`src/rtl/dmem_port_arbiter_pkg.sv`:
```
// Shared widths, port identifiers and FSM encoding for the dmem port arbiter.
package dmem_port_arbiter_pkg;

    localparam int unsigned ADDR_W       = 12;
    localparam int unsigned DATA_W       = 32;
    localparam int unsigned MAX_LOCK_DEF = 8;

    localparam logic PORT_CPU = 1'b0;
    localparam logic PORT_DBG = 1'b1;

    typedef enum logic [1:0] {
        ST_IDLE = 2'd0,
        ST_OWN0 = 2'd1,
        ST_OWN1 = 2'd2
    } arb_state_e;

endpackage

```
`src/rtl/dmem_port_arbiter_if.sv`:
```
// Requester and dmem-side signals of the arbiter; slave = arbiter, master = requesters plus dmem.
interface dmem_port_arbiter_if;
    import dmem_port_arbiter_pkg::*;

    logic              req0, req1;
    logic              lock0, lock1;
    logic              wren0, wren1;
    logic [ADDR_W-1:0] addr0, addr1;
    logic [DATA_W-1:0] wdata0, wdata1;
    logic              gnt0, gnt1;
    logic              rvalid0, rvalid1;
    logic [DATA_W-1:0] rdata0, rdata1;
    logic [ADDR_W-1:0] mem_address;
    logic [DATA_W-1:0] mem_data;
    logic              mem_wren;
    logic [DATA_W-1:0] mem_q;

    modport slave (
        input  req0, req1, lock0, lock1, wren0, wren1, addr0, addr1, wdata0, wdata1, mem_q,
        output gnt0, gnt1, rvalid0, rvalid1, rdata0, rdata1, mem_address, mem_data, mem_wren
    );

    modport master (
        output req0, req1, lock0, lock1, wren0, wren1, addr0, addr1, wdata0, wdata1, mem_q,
        input  gnt0, gnt1, rvalid0, rvalid1, rdata0, rdata1, mem_address, mem_data, mem_wren
    );

endinterface

```
`src/rtl/dmem_port_arbiter_arb_rr_select.sv`:
```
// Two-way round-robin pick: a lone request wins, a tie goes to the port that was not granted last.
module arb_rr_select (
    input  logic       i_req0,
    input  logic       i_req1,
    input  logic       i_last,
    output logic [1:0] o_pick_c
);

    assign o_pick_c[0] = i_req0 & (~i_req1 | i_last);
    assign o_pick_c[1] = i_req1 & (~i_req0 | ~i_last);

endmodule

```
`src/rtl/dmem_port_arbiter.sv`:
```
// Round-robin dmem arbiter with bounded bus lock, combinational grant/memory mux and registered read return.
module dmem_port_arbiter
    import dmem_port_arbiter_pkg::*;
#(
    parameter int unsigned MAX_LOCK = MAX_LOCK_DEF
) (
    input  logic                clock,
    input  logic                reset,
    dmem_port_arbiter_if.slave  bus
);

    localparam int unsigned CNT_W = $clog2(MAX_LOCK + 1);

    arb_state_e        r_state;
    logic              r_last;
    logic [CNT_W-1:0]  r_lock_cnt;
    logic              r_rvalid0, r_rvalid1;
    logic [DATA_W-1:0] r_rdata0, r_rdata1;

    logic [1:0]        w_pick;
    logic [1:0]        w_gnt;
    logic              w_sel_lock;
    logic              w_own_port;
    logic              w_own_req;
    logic              w_own_lock;
    logic [CNT_W-1:0]  w_cnt_inc;

    arb_rr_select u_rr (
        .i_req0   (bus.req0),
        .i_req1   (bus.req1),
        .i_last   (r_last),
        .o_pick_c (w_pick)
    );

    assign w_own_port = (r_state == ST_OWN1);
    assign w_own_req  = w_own_port ? bus.req1  : bus.req0;
    assign w_own_lock = w_own_port ? bus.lock1 : bus.lock0;
    assign w_sel_lock = w_gnt[1]   ? bus.lock1 : bus.lock0;
    assign w_cnt_inc  = r_lock_cnt + CNT_W'(1);

    // Owner-only grant while locked; everything is forced quiet while reset is asserted.
    always_comb begin
        w_gnt = 2'b00;
        unique case (r_state)
            ST_IDLE: w_gnt = w_pick;
            ST_OWN0: w_gnt = {1'b0, bus.req0};
            ST_OWN1: w_gnt = {bus.req1, 1'b0};
            default: w_gnt = 2'b00;
        endcase
        if (!reset) begin
            w_gnt = 2'b00;
        end
    end

    assign bus.gnt0        = w_gnt[0];
    assign bus.gnt1        = w_gnt[1];
    assign bus.mem_address = w_gnt[1] ? bus.addr1  : bus.addr0;
    assign bus.mem_data    = w_gnt[1] ? bus.wdata1 : bus.wdata0;
    assign bus.mem_wren    = (w_gnt[0] & bus.wren0) | (w_gnt[1] & bus.wren1);
    assign bus.rvalid0     = r_rvalid0;
    assign bus.rvalid1     = r_rvalid1;
    assign bus.rdata0      = r_rdata0;
    assign bus.rdata1      = r_rdata1;

    always_ff @(posedge clock or negedge reset) begin
        if (!reset) begin
            r_state    <= ST_IDLE;
            r_last     <= PORT_DBG;
            r_lock_cnt <= '0;
            r_rvalid0  <= 1'b0;
            r_rvalid1  <= 1'b0;
            r_rdata0   <= '0;
            r_rdata1   <= '0;
        end else begin
            r_rvalid0 <= w_gnt[0] & ~bus.wren0;
            r_rvalid1 <= w_gnt[1] & ~bus.wren1;
            if (w_gnt[0] && !bus.wren0) begin
                r_rdata0 <= bus.mem_q;
            end
            if (w_gnt[1] && !bus.wren1) begin
                r_rdata1 <= bus.mem_q;
            end

            unique case (r_state)
                ST_IDLE: begin
                    if (|w_gnt) begin
                        r_last <= w_gnt[1];
                        // A limit of one means the lock is already exhausted by this grant.
                        if (w_sel_lock && (MAX_LOCK > 1)) begin
                            r_state    <= w_gnt[1] ? ST_OWN1 : ST_OWN0;
                            r_lock_cnt <= CNT_W'(1);
                        end
                    end
                end
                ST_OWN0, ST_OWN1: begin
                    if (w_own_req) begin
                        r_last <= w_own_port;
                    end
                    if (!w_own_req || !w_own_lock || (w_cnt_inc == CNT_W'(MAX_LOCK))) begin
                        r_state    <= ST_IDLE;
                        r_lock_cnt <= '0;
                    end else begin
                        r_lock_cnt <= w_cnt_inc;
                    end
                end
                default: begin
                    r_state    <= ST_IDLE;
                    r_lock_cnt <= '0;
                end
            endcase
        end
    end

endmodule
```
`src/flat_wrapper.sv`:
```
// flat-port wrapper written by rule: the top's interface ports become plain ports
module dmem_port_arbiter_flat import dmem_port_arbiter_pkg::*;
#(
    parameter int unsigned MAX_LOCK = MAX_LOCK_DEF
)
  (clock, reset, bus_req0, bus_req1, bus_lock0, bus_lock1, bus_wren0, bus_wren1, bus_addr0, bus_addr1, bus_wdata0, bus_wdata1, bus_mem_q, bus_gnt0, bus_gnt1, bus_rvalid0, bus_rvalid1, bus_rdata0, bus_rdata1, bus_mem_address, bus_mem_data, bus_mem_wren);
  dmem_port_arbiter_if bus_i ();
  input  logic clock;
  input  logic reset;
  input wire logic [$bits(bus_i.req0)-1:0] bus_req0;
  input wire logic [$bits(bus_i.req1)-1:0] bus_req1;
  input wire logic [$bits(bus_i.lock0)-1:0] bus_lock0;
  input wire logic [$bits(bus_i.lock1)-1:0] bus_lock1;
  input wire logic [$bits(bus_i.wren0)-1:0] bus_wren0;
  input wire logic [$bits(bus_i.wren1)-1:0] bus_wren1;
  input wire logic [$bits(bus_i.addr0)-1:0] bus_addr0;
  input wire logic [$bits(bus_i.addr1)-1:0] bus_addr1;
  input wire logic [$bits(bus_i.wdata0)-1:0] bus_wdata0;
  input wire logic [$bits(bus_i.wdata1)-1:0] bus_wdata1;
  input wire logic [$bits(bus_i.mem_q)-1:0] bus_mem_q;
  output wire logic [$bits(bus_i.gnt0)-1:0] bus_gnt0;
  output wire logic [$bits(bus_i.gnt1)-1:0] bus_gnt1;
  output wire logic [$bits(bus_i.rvalid0)-1:0] bus_rvalid0;
  output wire logic [$bits(bus_i.rvalid1)-1:0] bus_rvalid1;
  output wire logic [$bits(bus_i.rdata0)-1:0] bus_rdata0;
  output wire logic [$bits(bus_i.rdata1)-1:0] bus_rdata1;
  output wire logic [$bits(bus_i.mem_address)-1:0] bus_mem_address;
  output wire logic [$bits(bus_i.mem_data)-1:0] bus_mem_data;
  output wire logic [$bits(bus_i.mem_wren)-1:0] bus_mem_wren;
  assign bus_i.req0 = bus_req0;
  assign bus_i.req1 = bus_req1;
  assign bus_i.lock0 = bus_lock0;
  assign bus_i.lock1 = bus_lock1;
  assign bus_i.wren0 = bus_wren0;
  assign bus_i.wren1 = bus_wren1;
  assign bus_i.addr0 = bus_addr0;
  assign bus_i.addr1 = bus_addr1;
  assign bus_i.wdata0 = bus_wdata0;
  assign bus_i.wdata1 = bus_wdata1;
  assign bus_i.mem_q = bus_mem_q;
  assign bus_gnt0 = bus_i.gnt0;
  assign bus_gnt1 = bus_i.gnt1;
  assign bus_rvalid0 = bus_i.rvalid0;
  assign bus_rvalid1 = bus_i.rvalid1;
  assign bus_rdata0 = bus_i.rdata0;
  assign bus_rdata1 = bus_i.rdata1;
  assign bus_mem_address = bus_i.mem_address;
  assign bus_mem_data = bus_i.mem_data;
  assign bus_mem_wren = bus_i.mem_wren;
  dmem_port_arbiter #(.MAX_LOCK(MAX_LOCK)) u_core (.clock(clock), .reset(reset), .bus(bus_i));
endmodule
```
`config.mk`:
```
export PLATFORM = sky130hd
export DESIGN_NAME = dmem_port_arbiter_flat
export DESIGN_NICKNAME = d
export VERILOG_FILES = /design/src/rtl/dmem_port_arbiter_pkg.sv /design/src/rtl/dmem_port_arbiter_if.sv /design/src/rtl/dmem_port_arbiter_arb_rr_select.sv /design/src/rtl/dmem_port_arbiter.sv /design/src/flat_wrapper.sv
export SDC_FILE = /design/constraint.sdc
export NUM_CORES = 1
export LEC_CHECK = 0
export BUFFER_PORTS_ARGS = -buffer_cell sky130_fd_sc_hd__buf_2
export CELL_PAD_IN_SITES_DETAIL_PLACEMENT = 2
export CELL_PAD_IN_SITES_GLOBAL_PLACEMENT = 2
export CORE_AREA = 4 4 126 128
export CTS_BUF_LIST = sky130_fd_sc_hd__clkbuf_8 sky130_fd_sc_hd__clkbuf_16
export CTS_CLUSTER_DIAMETER = 150
export DETAILED_ROUTE_END_ITERATION = 7
export DIE_AREA = 0 0 130 132
export GPL_ROUTABILITY_DRIVEN = 0
export PLACE_DENSITY_LB_ADDON = 0.05
export SYNTH_ARGS = -nofsm -noshare
export SYNTH_HDL_FRONTEND = slang
export SYNTH_SLANG_ARGS = --single-unit
export TNS_END_PERCENT = 100
```
`constraint.sdc`:
```
create_clock -name clock -period 2.6 [get_ports clock]
set_input_delay 0.13 -clock clock [delete_from_list [all_inputs] [get_ports clock]]
set_output_delay 0.13 -clock clock [all_outputs]
set_load 0.01 [all_outputs]
```
## Word level (Yosys, flattened, before mapping)

Cells that the tools add are included.
W data, S select, Z words.

| word-level totals | value |
|---|---|
| register bits after elaboration | 73 |
| output and inout port bits | 113 |
| logic and storage cells | 63 |

| operators by class | value |
|---|---|
| add/sub/neg operators | 1 |
| equal/unequal tests | 7 |
| muxes and demuxes | 19 |
| bitwise gates (word level) | 14 |
| reductions and logical operators | 15 |

Operator list:

| cell | number |
|---|---|
| $mux W32 | 1 |
| $mux W12 | 1 |
| $mux W4 | 3 |
| $mux W2 | 5 |
| $ne A2 B1 Y1 const B | 4 |
| $pmux W4 S2 | 1 |
| $and A1 B1 Y1 | 6 |
| $pmux W2 S3 | 1 |
| $reduce_and A3 Y1 | 2 |
| $mux W1 | 5 |
| $not A1 Y1 | 5 |
| $add A4 B1 Y4 const B | 1 |
| $eq A4 B4 Y1 const B | 1 |
| $logic_not A1 Y1 | 4 |
| $pmux W2 S2 | 1 |
| $reduce_or A2 Y1 | 2 |
| $or A1 B1 Y1 | 3 |
| $eq A2 B1 Y1 const B | 1 |
| $eq A2 B2 Y1 const B | 1 |
| $logic_and A1 B1 Y1 | 2 |
| $logic_not A2 Y1 | 1 |
| $logic_or A1 B1 Y1 | 2 |
| $pmux W1 S2 | 1 |
| $reduce_and A2 Y1 | 1 |
| $reduce_bool A2 Y1 | 1 |

## Depth between registers and ports, before layout

| depth | value |
|---|---|
| depth after elaboration | 9 |
| mapped depth | 7 |
| depth with buffers taken out | 7 |

## Hierarchy

From an unflattened synthesis, not the netlist that was laid out.

| unflattened totals | value |
|---|---|
| cells, all modules | 344 |
| area, all modules | 3582.2 µm² |

By module, submodules not included:

| module | times used | cells an instance | area an instance (µm²) |
|---|---|---|---|
| dmem_port_arbiter | 1 | 341 | 3563.4 |
| arb_rr_select | 1 | 3 | 18.8 |

## Least setup slack after synthesis

OpenSTA, ideal clock, no wires.

| timing path | value |
|---|---|
| path type | register to register |
| start point | reg u_core.r_state[0] |
| end point | reg u_core.r_rdata1[14] (netlist: u_core.bus.rdata1[14]) |
| arrival | 1958 ps |
| path slack | 517 ps |
| stages on the path, launching flop included | 7 |
| clock period less this slack | 2083 ps |
| path through | dfrtp_1 > inv_1 > ha_1 > and3b_2 > nor4_4 > buf_6 > mux2_2 |

| on the way | value |
|---|---|
| longest elaborated chain between the ends | 4 |
| elaborated cells between the ends (all ways) | 6 |

Ends and longest elaborated chain:

| what | line | text |
|---|---|---|
| start, declared | dmem_port_arbiter.sv:14 | `arb_state_e r_state;` |
| start signal, assigned | dmem_port_arbiter.sv:90 | `r_state <= w_gnt[1] ? ST_OWN1 : ST_OWN0;` |
| $eq A2 B2 Y1 (tied with other cells) | dmem_port_arbiter.sv:44 | `unique case (r_state)` |
| $pmux W2 S3 (*) | dmem_port_arbiter.sv:44 |  |
| $mux W2 (*) | dmem_port_arbiter.sv:50 | `if (!reset) begin` |
| $logic_and A1 B1 Y1 (*) | dmem_port_arbiter.sv:80 | `if (w_gnt[1] && !bus.wren1) begin` |
| end signal, assigned | dmem_port_arbiter.sv:81 | `r_rdata1 <= bus.mem_q;` |
| end, declared | dmem_port_arbiter.sv:18 | `logic [DATA_W-1:0] r_rdata0, r_rdata1;` |

Every way passes the cells marked *; elsewhere a longest branch is shown, timed or not.
A chain may end at the register's enable or synchronous reset.

## Worst setup path in the final report

| timing path | value |
|---|---|
| start point | reg u_core.r_state[1] |
| end point | out bus_mem_address[3] |

| on the way | value |
|---|---|
| longest elaborated chain between the ends | 4 |
| elaborated cells between the ends (all ways) | 6 |

Ends and longest elaborated chain:

| what | line | text |
|---|---|---|
| $eq A2 B2 Y1 (tied with other cells) | dmem_port_arbiter.sv:44 |  |
| $pmux W2 S3 (*) | dmem_port_arbiter.sv:44 |  |
| $mux W2 (*) | dmem_port_arbiter.sv:50 |  |
| $mux W12 (*) | dmem_port_arbiter.sv:57 | `assign bus.mem_address = w_gnt[1] ? bus.addr1 : bus.addr0;` |
| end, declared | flat_wrapper.sv:27 | `output wire logic [$bits(bus_i.mem_address)-1:0] bus_mem_address;` |

Marks and branches as above.

==> results.cfg <==
[global_routing]
grt_pass1_vias = 3479
grt_pass1_wl_um = 18800
grt_max_degree = 58
antenna_found_initial = 1
grt_remaining_overflow = 0
grt.total_usage_pct = 14.0

[critical_path]
crit_fanout = 13
arrival_ps = 2370
end_kind = output port
r2r_cells = 9
cp-start-kind = flip-flop
critPathKind = reg2out
required_ps = 2470

[yosys]
synth_mux_area_share_pct = 35.2
yosysWarnings = 0
synthArstFlopShare_pct = 100
synthSimpleGateAreaFrac_pct = 5.13
synth_top_area_share_pct = 49.9
synthFlopType = dfrtp_1
synth-xor-area-share_pct = 0
ys_types = 36
syn-instance-count = 254
yosys_register_bits = 73
synth_compound_area_share_pct = 3.99
yosysMostFrequentCell = mux2_2
synth-adder-area-share_pct = 2.08
yosys-top-cells-count = 105 x mux2_2, 72 x dfrtp_1, 6 x a21oi_1, 6 x buf_6, 6 x ha_1
synth-edff-count = 0
synth_top_cell_by_area = dfrtp_1
synth_area_per_cell_um2 = 14.2
netlist_area_um2 = 3610
synth_area_leaders = dfrtp_1 50%, mux2_2 33%, ha_1 2.1%
seq_area_frac_synth_pct = 50.7
synth_top_family_by_area = multiplexers
syn-num-nets = 388

[sta]
min_period_ps = 2500
final_hold_viol_count = 0
slew_violations = 0
finalCritPeriodShare_pct = 96.1
tightest_slew_ps = 744
max_freq_mhz = 400
finalSetupViolCount = 0
fin_worst_skew_ps = 8.05
timing.slew.headroom_pct = 50.4

[power]
switchingPower_mw = 1.88
pwr-share-seq_pct = 35.3
p_clk_share_pct = 23.8
p_int_mw = 3.68
power_frac_comb_pct = 40.9
powerDensity_nw_per_um2 = 1030
vdd_ir_drop_max_v = 0.000474
switching_share_pct = 33.8
p_leak_nw = 2.67

[final_layout]
area_delta_synth_final_pct = 50.5
final_layout_size_suffix_gt1_share_pct = 74.8
fin_nets = 640
final_cells = 699
diodes = 0
fillerInstances = 1617
fin_area_um2 = 5430

[floorplanning]
num_io_pins = 241
fp.dieH_um = 132
rows = 45
chipWidth_um = 130
initial_core_util_pct = 24.3
die_area_um2 = 17200
core_um2 = 14900

[detailed_routing]
wl_per_cell_um = 17.9
post-route-drc-count = 0
vias = 3115
antenna_left = 0
drt-initial-drc-count = 42
avgViaCountPerCell = 4.46
wl_um = 12500
firstDrtPassIters = 4

[cts]
cts_made_buffers = 9
clk_pin_slew_ps = 60
cts_tree = done
worstSkewPairLatency_ps = 330
clock_sinks = 73
cts_root_buffer = clkbuf_16
cts_htree_levels = 3
clk_path_buf_depth = 2

[placement]
placed_area_um2 = 5030
hpwl_um = 9870
io_buffers = 240
dp.cells = 679

[min_path]
hold_class = in2reg
whs_path_depth = 2

[run_status]
status = finished clean

[flow_run]
timing.max_cap.violations = 0
registers in the layout, indices dropped and copies added, names as in the netlist:
name / count
u_core.bus.rdata0: 32
u_core.r_state: 2
u_core.bus.rvalid0: 1
u_core.bus.rdata1: 32
u_core.r_last: 1
u_core.r_lock_cnt: 4
u_core.bus.rvalid1: 1
worst paths after layout:
check	slack (ps)	endpoint	startpoint
worst min register to register	500	u_core.bus.rdata0[18]	u_core.bus.rdata0[18]
max in group asynchronous	1320	u_core.bus.rdata0[23]	reset
worst max register to register	360	u_core.r_lock_cnt[0]	u_core.r_state[1]
worst min-delay path	40	u_core.bus.rdata1[6]	bus_mem_q[6]
worst max-delay path	100	bus_mem_address[3]	u_core.r_state[1]
min in group asynchronous	250	u_core.r_state[0]	reset
kinds of logic (layout without fill, tap and decap cells):
family | count (synthesis) | after routing
multiplexers | 113 | 113
buffers and inverters | 15 | 272
AO/OA/AOI/OAI | 20 | 20
flip-flops | 73 | 73
AND/OR/NAND/NOR | 27 | 27
adder cells (fa/ha/maj) | 6 | 6
worst max-delay path: stages (launching register included):
cell and delay [ps]:
dfrtp_1 440, ha_2 230, nand3b_1 290, nor3_4 280
buf_12 140, buf_6 160, mux2_2 350, buf_2 140
routing by layer:
layer / wire length, um / share of wire (%) / global-route usage (%)
met3: 1480 / 12 / 5.79
met5: 7 / 0.056 / 0
met1: 4610 / 37 / 15.7
met2: 6330 / 51 / 24.6
met4: 106 / 0.85 / 3.12
cells in the final DEF, fill, tap and decap left out, types with 2 or more instances in the layout:
| cell type | n |
|---|---|
| nand2_1 | 5 |
| ha_1 | 4 |
| buf_4 | 8 |
| mux2_1 | 5 |
| inv_1 | 5 |
| o21ai_0 | 2 |
| clkbuf_16 | 10 |
| buf_2 | 239 |
| mux2i_1 | 3 |
| bufinv_16 | 2 |
| dfrtp_1 | 72 |
| a31oi_1 | 3 |
| mux2_2 | 105 |
| nand3_1 | 2 |
| nand2b_1 | 3 |
| a21oi_1 | 6 |
| nor2_1 | 4 |
| nand3b_1 | 3 |
| nor3_4 | 2 |
| buf_12 | 2 |
metrics by stage:
stage	util [%]	hold slack, ps	setup WS [ps]	TNS [ps]	power [mW]
global route	36.5	32.1	-15.0	-64.5	5.98
finish	36.5	40.0	101	0	5.57
floorplan	-	-166	517	0	3.24
detailed placement	33.9	44.9	330	0	4.29
CTS	36.1	29.1	14.5	0	5.65
global placement	33.9	55.3	357	0	4.21
what timing repair did:
item,4_1_cts,5_1_grt
hold buffers,1,0
resized for setup,1,4
pin swaps,0,1
buffers inserted,0,2
gates cloned,0,1
hold endpoints to repair,16,0
setup endpoints to repair,44,44
layout make-up:
cell class / count / area (um^2) / share of cell area, %
clock buffers: 9 / 225 / 4.15
clock inverters: 7 / 88.8 / 1.64
inverters: 4 / 15.0 / 0.277
multi-input cells: 166 / 1690 / 31.2
flip-flops and latches: 73 / 1830 / 33.7
well taps: 188 / 235 / 4.33
repair buffers: 252 / 1340 / 24.7
power by group through the flow:
stage / combinational, mW / clock (mW) / sequential (mW)
after global placement: 2.25 / 0 / 1.95
after global routing: 2.50 / 1.42 / 2.06
after detailed placement: 2.29 / 0 / 2.00
final: 2.28 / 1.32 / 1.97
after CTS: 2.30 / 1.36 / 1.99
after floorplan: 1.03 / 0 / 2.21
No activity file was read; power rests on OpenSTA's default activity.
